`config.mk`:
```
export PLATFORM = sky130hd
export DESIGN_NAME = ks_adder_pipe
export DESIGN_NICKNAME = d
export VERILOG_FILES = /design/src/rtl/ks_adder_pipe_pkg.sv /design/src/rtl/ks_adder_pipe_prefix.sv /design/src/rtl/ks_adder_pipe.sv
export SDC_FILE = /design/constraint.sdc
export NUM_CORES = 1
export LEC_CHECK = 0
export BUFFER_PORTS_ARGS = -buffer_cell sky130_fd_sc_hd__buf_2
export CELL_PAD_IN_SITES_DETAIL_PLACEMENT = 0
export CELL_PAD_IN_SITES_GLOBAL_PLACEMENT = 2
export CORE_ASPECT_RATIO = 0.8
export CORE_MARGIN = 2
export CORE_UTILIZATION = 30
export CTS_BUF_LIST = sky130_fd_sc_hd__clkbuf_16
export DETAILED_ROUTE_END_ITERATION = 7
export GPL_TIMING_DRIVEN = 0
export PLACE_DENSITY_LB_ADDON = 0.25
export SYNTH_ARGS = -nofsm -noshare
export SYNTH_HDL_FRONTEND = slang
export SYNTH_SLANG_ARGS = --single-unit
```
`constraint.sdc`:
```
create_clock -name CLK -period 1.7 [get_ports CLK]
set_input_delay 0.17 -clock CLK [delete_from_list [all_inputs] [get_ports CLK]]
set_output_delay 0.17 -clock CLK [all_outputs]
set_load 0.02 [all_outputs]
```
`src/rtl/ks_adder_pipe_pkg.sv`:
```
// Shared helpers for the pipelined Kogge-Stone adder/subtractor.
// The stage bundle is a macro so each module can instantiate it for its
// own WIDTH/TAG_W. Bits, MSB first:
//   valid | g | p | hs | c0 | tag
// g/p are the group generate/propagate being merged level by level.
// hs is the untouched per-bit half-sum, which the sum stage needs.
// c0 is the effective carry-in.

`ifndef KS_STAGE_T
`define KS_STAGE_T(W, TW) struct packed { logic valid; logic [(W)-1:0] g; logic [(W)-1:0] p; logic [(W)-1:0] hs; logic c0; logic [(TW)-1:0] tag; }
`endif

package ks_pkg;

  // number of prefix levels needed to span WIDTH bits
  function automatic int ks_levels(input int width);
    return $clog2(width);
  endfunction

  // flattened width of one stage bundle
  function automatic int ks_stage_bits(input int width, input int tag_w);
    return 3 * width + 2 + tag_w;
  endfunction

  // merge distance of prefix level k (k starts at 1)
  function automatic int ks_dist(input int level);
    return 1 << (level - 1);
  endfunction

endpackage

```
`src/rtl/ks_adder_pipe_prefix.sv`:
```
// One registered Kogge-Stone prefix level.
// Bit i merges with bit i-DIST.
// Bits below DIST already hold their full group from bit 0 and pass through unchanged.
// The stage holds whenever adv is low.

module ks_prefix_stage
  import ks_pkg::*;
#(
  parameter int WIDTH = 16,
  parameter int DIST  = 1,
  parameter int TAG_W = 4,
  localparam int STG_W = ks_stage_bits(WIDTH, TAG_W)
) (
  input  logic             CLK,
  input  logic             RST,
  input  logic             adv,
  input  logic [STG_W-1:0] stage_in,
  output logic [STG_W-1:0] stage_out
);

  typedef `KS_STAGE_T(WIDTH, TAG_W) stage_t;

  stage_t           cur;
  stage_t           q;
  logic [WIDTH-1:0] g_nxt;
  logic [WIDTH-1:0] p_nxt;

  assign cur = stage_in;

  for (genvar i = 0; i < WIDTH; i++) begin : g_bit
    if (i >= DIST) begin : g_merge
      assign g_nxt[i] = cur.g[i] | (cur.p[i] & cur.g[i-DIST]);
      assign p_nxt[i] = cur.p[i] & cur.p[i-DIST];
    end else begin : g_pass
      assign g_nxt[i] = cur.g[i];
      assign p_nxt[i] = cur.p[i];
    end
  end

  // register the merged level; everything freezes while the output is stalled
  always_ff @(posedge CLK) begin
    if (RST) begin
      q <= '0;
    end else if (adv) begin
      q.valid <= cur.valid;
      q.g     <= g_nxt;
      q.p     <= p_nxt;
      q.hs    <= cur.hs;
      q.c0    <= cur.c0;
      q.tag   <= cur.tag;
    end
  end

  assign stage_out = q;

endmodule

```
`src/rtl/ks_adder_pipe.sv`:
```
// Fully pipelined Kogge-Stone adder/subtractor with a valid/ready stream.
// Pipeline:
//   - S0 conditions the operands.
//   - LEVELS prefix stages follow.
//   - An output register resolves the carries.
// One global advance enable stalls every stage at once (no skid buffer).
// FINISH closes the input for good.
// Once the pipe has drained, DONE latches high until reset.

module ks_adder_pipe
  import ks_pkg::*;
#(
  parameter int WIDTH = 16,
  parameter int TAG_W = 4
) (
  input  logic             CLK,
  input  logic             RST,
  input  logic             IN_VALID,
  output logic             IN_READY,
  input  logic [WIDTH-1:0] A,
  input  logic [WIDTH-1:0] B,
  input  logic             CIN,
  input  logic             SUB,
  input  logic [TAG_W-1:0] TAG,
  input  logic             FINISH,
  output logic             OUT_VALID,
  input  logic             OUT_READY,
  output logic [WIDTH-1:0] SUM,
  output logic             COUT,
  output logic             OVF,
  output logic [TAG_W-1:0] OUT_TAG,
  output logic             DONE
);

  localparam int LEVELS = ks_levels(WIDTH);
  localparam int STG_W  = ks_stage_bits(WIDTH, TAG_W);

  typedef `KS_STAGE_T(WIDTH, TAG_W) stage_t;

  logic             adv;
  logic             accept;
  logic             frozen;
  logic             busy;
  logic [WIDTH-1:0] b_eff;
  logic [WIDTH-1:0] gc;
  logic [WIDTH-1:0] sum_nxt;
  logic [LEVELS:0]  stage_valid;
  logic [STG_W-1:0] stg [0:LEVELS];
  stage_t           pre;
  stage_t           s0_q;
  stage_t           last;

  assign adv      = !OUT_VALID | OUT_READY;
  assign IN_READY = adv & !frozen;
  assign accept   = IN_VALID & IN_READY;

  // operand conditioning: subtract as A + ~B + 1, carry-in ignored
  always_comb begin
    b_eff     = SUB ? ~B : B;
    pre       = '0;
    pre.valid = accept;
    pre.g     = A & b_eff;
    pre.p     = A ^ b_eff;
    pre.hs    = A ^ b_eff;
    pre.c0    = SUB | CIN;
    pre.tag   = TAG;
  end

  // S0 register; a bubble enters whenever no beat is accepted
  always_ff @(posedge CLK) begin
    if (RST) begin
      s0_q <= '0;
    end else if (adv) begin
      s0_q <= pre;
    end
  end

  assign stg[0] = s0_q;

  for (genvar k = 1; k <= LEVELS; k++) begin : g_level
    ks_prefix_stage #(
      .WIDTH (WIDTH),
      .DIST  (ks_dist(k)),
      .TAG_W (TAG_W)
    ) u_stage (
      .CLK       (CLK),
      .RST       (RST),
      .adv       (adv),
      .stage_in  (stg[k-1]),
      .stage_out (stg[k])
    );
  end

  // valid is the MSB of each flattened bundle
  for (genvar k = 0; k <= LEVELS; k++) begin : g_valid
    assign stage_valid[k] = stg[k][STG_W-1];
  end

  assign last = stg[LEVELS];
  assign busy = (|stage_valid) | OUT_VALID;

  // Carry-in is folded in last.
  // After the prefix levels, g/p describe the group from bit 0 up to bit i.
  // So the carry out of bit i is G | P & c0.
  always_comb begin
    gc      = last.g | (last.p & {WIDTH{last.c0}});
    sum_nxt = last.hs ^ {gc[WIDTH-2:0], last.c0};
  end

  // result register; data only moves on a real beat so a stalled result stays put
  always_ff @(posedge CLK) begin
    if (RST) begin
      OUT_VALID <= 1'b0;
      SUM       <= '0;
      COUT      <= 1'b0;
      OVF       <= 1'b0;
      OUT_TAG   <= '0;
    end else if (adv) begin
      OUT_VALID <= last.valid;
      if (last.valid) begin
        SUM     <= sum_nxt;
        COUT    <= gc[WIDTH-1];
        OVF     <= gc[WIDTH-1] ^ gc[WIDTH-2];
        OUT_TAG <= last.tag;
      end
    end
  end

  // sticky freeze and drain-complete flag
  always_ff @(posedge CLK) begin
    if (RST) begin
      frozen <= 1'b0;
      DONE   <= 1'b0;
    end else begin
      if (FINISH) begin
        frozen <= 1'b1;
      end
      if (frozen & !busy) begin
        DONE <= 1'b1;
      end
    end
  end

endmodule
```
# Word level (Yosys, flattened, before mapping)

Cells that the tools add are included.

Shifts and indexed selects: 0
Eq/ne operators: 0
Reduce and logical (&&, ||, !) cells: 5
Bitwise gates (word level): 160
Multiply operators: 0
Add/subtract/negate cells: 0
Multiplexer cells: 1
Div/mod/pow operators: 0
$lt $le $gt $ge: 0

Operators by type and width:

| operator         | number |
|---|---|
| $and 1x1->1      | 101 |
| $or 1x1->1       | 52 |
| $and 16x16->16   | 2 |
| $xor 16x16->16   | 2 |
| $mux 16          | 1 |
| $not 16->16      | 1 |
| $or 16x16->16    | 1 |
| $reduce_or 5->1  | 1 |
| $logic_not 1->1  | 3 |
| $reduce_and 2->1 | 1 |
| $xor 1x1->1      | 1 |

Flip-flop bits (word level): 279
Memories kept: 0
Memory bits (writable): 0
Logic and storage cells: 202
ROM bits: 0
Latch bits: 0
Output and inout bits: 25

# Longest topological paths before layout

Depth in word-level cells: 4
Mapped depth: 6
Depth with buffers taken out: 4

# Cells and area by module

A second synthesis with hierarchy kept.

Cells, all modules: 1133
Area, all modules: 11080.6 um2

Modules (own cells, without submodules):

| module                                | cells an instance | area an instance (um2) | times used |
|---|---|---|---|
| ks_adder_pipe                         | 328               | 2874.0                 | 1 |
| ks_prefix_stage at g_level[1].u_stage | 207               | 2080.7                 | 1 |
| ks_prefix_stage at g_level[3].u_stage | 201               | 2059.5                 | 1 |
| ks_prefix_stage at g_level[4].u_stage | 192               | 2034.5                 | 1 |
| ks_prefix_stage at g_level[2].u_stage | 205               | 2031.9                 | 1 |

# Worst setup path after synthesis

No wires, ideal clock.

Path kind: register to register
Start point: register OUT_VALID
End point: register SUM[10]
Arrival: 1.344 ns
Slack: 0.283 ns
Required time: 1.627 ns
Buffers on the path: 3
Cell stages (with the launch flop): 7
Cells stage by stage: dfxtp_1 > nor2b_4 > buf_6 > or3_1 > buf_2 > buf_6 > o22ai_2

Longest elaborated chain between the ends: 3

Ends and longest elaborated chain:

| element                    | line                 | text |
|---|---|---|
| start, declared            | ks_adder_pipe.sv:26  | `output logic OUT_VALID,` |
| start signal, assigned     | ks_adder_pipe.sv:119 | `OUT_VALID <= last.valid;` |
| $logic_not 1->1            | ks_adder_pipe.sv:53  | `assign adv = !OUT_VALID \| OUT_READY;` |
| $or 1x1->1                 | ks_adder_pipe.sv:53  |  |
| $reduce_and 2->1 (no line) | n/a                  |  |
| end signal, assigned       | ks_adder_pipe.sv:121 | `SUM <= sum_nxt;` |
| end, declared              | ks_adder_pipe.sv:28  | `output logic [WIDTH-1:0] SUM,` |

Every way passes these cells.
A chain may end at the register's enable or synchronous reset.

# Worst setup path in the final report

Start point: register OUT_VALID
End point: register g_level[1].u_stage.q, in the netlist g_level[1].u_stage.stage_out[7]

Longest elaborated chain between the ends: 2

Ends and longest elaborated chain:

| element         | line                       | text |
|---|---|---|
| $logic_not 1->1 | ks_adder_pipe.sv:53        |  |
| $or 1x1->1      | ks_adder_pipe.sv:53        |  |
| end, declared   | ks_adder_pipe_prefix.sv:24 | `stage_t q;` |

Every way passes these cells.

==> reports/summary.md <==
## Clock tree
• 30 — cts bufs inserted
• 60 ps — clock-pin transition on the worst setup and hold timing paths
• sky130_fd_sc_hd__clkbuf_16 — CTS root buf
• 1 — H-tree level count
• built — clock tree from TritonCTS
• 560 ps — Clock Latency Late Sink
• 3 — buffer levels on the longest clock path
• 275 — # clock sinks

## Place
• 11200 µm² — placed inst area
• 25900 µm — estimated wirelength of the detail-placed design
• 65 — I/O Buffers
• 1749 — cell count after placement
• 0.825 — placer's final routability congestion estimate

## Power and ir drop
• 4.8% — Gate power share
• 10.1 mW — P_int
• 0.000624 V — worst vdd ir
• 4.52 nW — cell leakage power
• 1090 nW/µm² — power density of the placed cells
• 3.16 mW — switching power summed over all nets
• 23.8% — Switching Share
• 51.7% — sequential share of power
• 13.3 mW — post-route total power
• 43.5% — part of the total power dissipated in the clock network

## Layout
• 12300 µm² — post-route standard cell area excluding fillers
• 18.7% — Synth-to-Final Area Change
• 3667 — FILL cells
• 1422 — final net count
• 1811 — Final Non-Filler Cells
• 0 — count of antenna diodes in the layout
• 36.3% — share of the core filled with cells
• 12.8% — fraction of final layout cells with drive strength greater than 1

## Worst setup path
• sky130_fd_sc_hd__buf_4 — cell mode on critical path
• 10 — maximum fanout along the worst path
• 6 — FF-to-FF path depth
• flop — Critical Path End Type
• sky130_fd_sc_hd__dfxtp_2 — master of the slowest instance on the critical path
• reg -> reg — startpoint-to-endpoint class of the critical path
• nor2b_4, buf_4, buf_4, buf_2, nand2_1, a21oi_1 — critical-path cell list
• 2080 ps — Arr. time, crit path
• 330 ps — maximum single-stage delay on the critical path
• 3 — Critical path buffers and inverters
• 90 ps — r2r setup slk
• flop — Worst setup SP type
• OUT_VALID$_SDFFE_PP0P_ — CP startpoint
• 2170 ps — required time of the critical path
• OUT_VALID$_SDFFE_PP0P_ — origin of the critical flop-to-flop path
• g_level[1].u_stage.stage_out[7]$_SDFFE_PP0P_ — terminus of the critical flop-to-flop path
• buffers and inverters — cell type group with the largest total delay on the critical path

## Die
• 35900 µm² — die area
• 60 — row count
• 211 µm — die width
• 68 — I/O pin count
• 30.6% — Starting Density
• 170 µm — die span in y
• 33800 µm² — core footprint

## STA
• 0 — number of endpoints failing setup at the final stage
• 43.8% — slew margin rel.
• 843 ps — Worst-Margin Slew
• 0 — count of pins over their slew limit
• 0 — Final Hold Violating Endpoints
• 94.7% — final worst path period share
• 1610 ps — clock period minus worst slack
• 621 MHz — Fmax achieved
• 20.5 ps — Clock Skew
• 0 ps — Setup Total Neg Slack

## Logic synthesis
• 8.26 µm² — post-synthesis area per instance
• sky130_fd_sc_hd__dfxtp_1 — most instantiated flip-flop cell in the synthesis netlist
• 10300 µm² — area of the mapped netlist
• 1310 — syn nets
• 1250 — Gate Count Post-Synth
• sky130_fd_sc_hd__dfxtp_1 53%, sky130_fd_sc_hd__nand2_1 13%, sky130_fd_sc_hd__a21oi_1 11% — largest cells by area after synthesis
• 25 — number of distinct standard cells referenced by the synthesized netlist
• 350 x sky130_fd_sc_hd__nand2_1, 275 x sky130_fd_sc_hd__dfxtp_1, 225 x sky130_fd_sc_hd__a21oi_1 — most used standard cells in the synthesized netlist
• 0 — number of synthesis warnings
• sky130_fd_sc_hd__dfxtp_1 — post-synth top area cell
• 53.3% — share of synthesized area occupied by flip-flops and latches
• 0% — async set-reset flop share out of synthesis
• 53.3% — top cell type's share of synthesized area
• 0 — number of enable flip-flop cells after synthesis
• sky130_fd_sc_hd__nand2_1 — most frequently used cell type in the post-synthesis netlist
• 275 — register bit total from synthesis

## Job
• 0 — number of max-cap violations

## GRT
• 1 — number of antenna violations at the first check in global routing
• 8669 — via count of the first global-routing pass
• 19.4% — GR Util All Layers
• 52500 µm — global-route wire length before repair
• 15 — largest net degree at the start of global routing
• 0 — remaining global-route overflow

## Hold path
• s0_q[16]$_SDFFE_PP0P_ — sink of the worst hold path
• in -> reg — Hold Path Class
• 4 — number of instances on the worst hold path
• A[11] — startpoint of the lowest-slack hold path

## Routing
• 8872 — DR vias
• 5 — Pre-antenna DRT Iters
• 0 — Routed Antenna Nets
• 34400 µm — total routed wirelength
• 0 — residual DRC count
• 4.90 — vias per inst
• 383 — Iteration-0 DRC Markers
• 19.0 µm — Avg WL per Cell

## Status
• finished, final reports clean — status

## power groups by stage
stage	logic (mW)	clock network, mW	registers (mW)
floorplan	0.402	0	6.90
global placement	0.633	0	7.01
detailed placement	0.632	0	7.01
CTS	0.659	5.96	6.87
global route	0.736	6.22	6.89
finish	0.644	5.78	6.87
## worst max-delay path by stage
stage,endpoint,slack (ps),cells after the start
3_5_place_dp,SUM[0]$_SDFFE_PP0P_,-370,4
6_report,g_level[1].u_stage.stage_out[7]$_SDFFE_PP0P_,90,6
4_1_cts,IN_READY,-50,6
2_1_floorplan,SUM[10]$_SDFFE_PP0P_,280,6
5_1_grt,s0_q[37]$_SDFFE_PP0P_,-6,7
3_3_place_gp,SUM[0]$_SDFFE_PP0P_,-360,4
## placed cells by master, fill, tap and decap left out, types with 2 or more instances in the layout
cell,netlist,layout
sky130_fd_sc_hd__nand2_1,350,350
sky130_fd_sc_hd__dfxtp_1,275,274
sky130_fd_sc_hd__a21oi_1,225,225
sky130_fd_sc_hd__buf_2,55,101
sky130_fd_sc_hd__nand3_1,54,54
sky130_fd_sc_hd__nor2_1,55,53
sky130_fd_sc_hd__nor3_1,52,52
sky130_fd_sc_hd__a211oi_1,51,51
sky130_fd_sc_hd__clkbuf_1,35,31
sky130_fd_sc_hd__clkbuf_16,0,31
sky130_fd_sc_hd__xor2_1,30,30
sky130_fd_sc_hd__ha_1,17,17
sky130_fd_sc_hd__nand2b_1,15,15
sky130_fd_sc_hd__buf_4,1,14
sky130_fd_sc_hd__dlygate4sd3_1,0,12
sky130_fd_sc_hd__clkinv_1,0,10
sky130_fd_sc_hd__clkbuf_4,0,9
sky130_fd_sc_hd__o22ai_2,9,9
sky130_fd_sc_hd__o21ai_0,7,7
sky130_fd_sc_hd__inv_1,1,5
sky130_fd_sc_hd__o22ai_1,5,5
sky130_fd_sc_hd__buf_1,4,4
sky130_fd_sc_hd__clkbuf_2,0,3
sky130_fd_sc_hd__or3_1,2,2
sky130_fd_sc_hd__buf_6,2,2
## cells by family after synthesis
| logic type | share of synthesized area (%) |
|---|---|
| and+or+nand+nor | 21.2 |
| AOI/OAI and AO/OA | 16.3 |
| DFF | 53.3 |
| buffers and inverters | 4.41 |
| xor gates and xnor gates | 2.63 |
| adders and majority gates | 2.06 |
## metrics by stage
step                      setup WS [ps]  hold slack (ps)
after floorplan                     283              286
final                              90.5             20.1
after global routing              -5.75             16.1
after CTS                         -50.7             1.83
after global placement             -357              381
after detailed placement           -373              385
## worst min-delay path, cell delays in order
cell and delay [ps]:
sky130_fd_sc_hd__buf_2 80, sky130_fd_sc_hd__ha_1 120, sky130_fd_sc_hd__nand2_1 50, sky130_fd_sc_hd__a21oi_1 120
## layer usage
metal / GRT usage, % / up-vias / share of wire (%)
li1: - / 4433 / -
met1: 29.0 / 4254 / 52
met2: 29.4 / 145 / 43
met3: 2.84 / 40 / 3.8
met4: 3.95 / 0 / 1.7
met5: 0 / - / 0
## registers in the layout, summed over array words and instances, names as in the netlist
signal	cells
frozen	1
g_level.u_stage.stage_out	212
COUT	1
OUT_TAG	4
OVF	1
s0_q	38
OUT_VALID	1
SUM	16
DONE	1
## cell type report
class / instances / area, µm² / area share (%)
clock inverter: 16 / 66.3 / 0.541
buffer: 95 / 493 / 4.02
clock buffer: 31 / 776 / 6.33
multi-input combinational: 877 / 4380 / 35.7
sequential: 275 / 5510 / 44.9
timing repair buffer: 82 / 489 / 3.99
tap: 434 / 543 / 4.43
inverter: 1 / 3.75 / 0.0306
## repair_timing
action,in CTS,in global routing
hold buffers,12,0
setup endpoints to repair,1,142
resized for setup,16,23
hold endpoints to repair,12,0
setup buffers,5,0
Note: power is estimated with default switching activity, not from simulation.
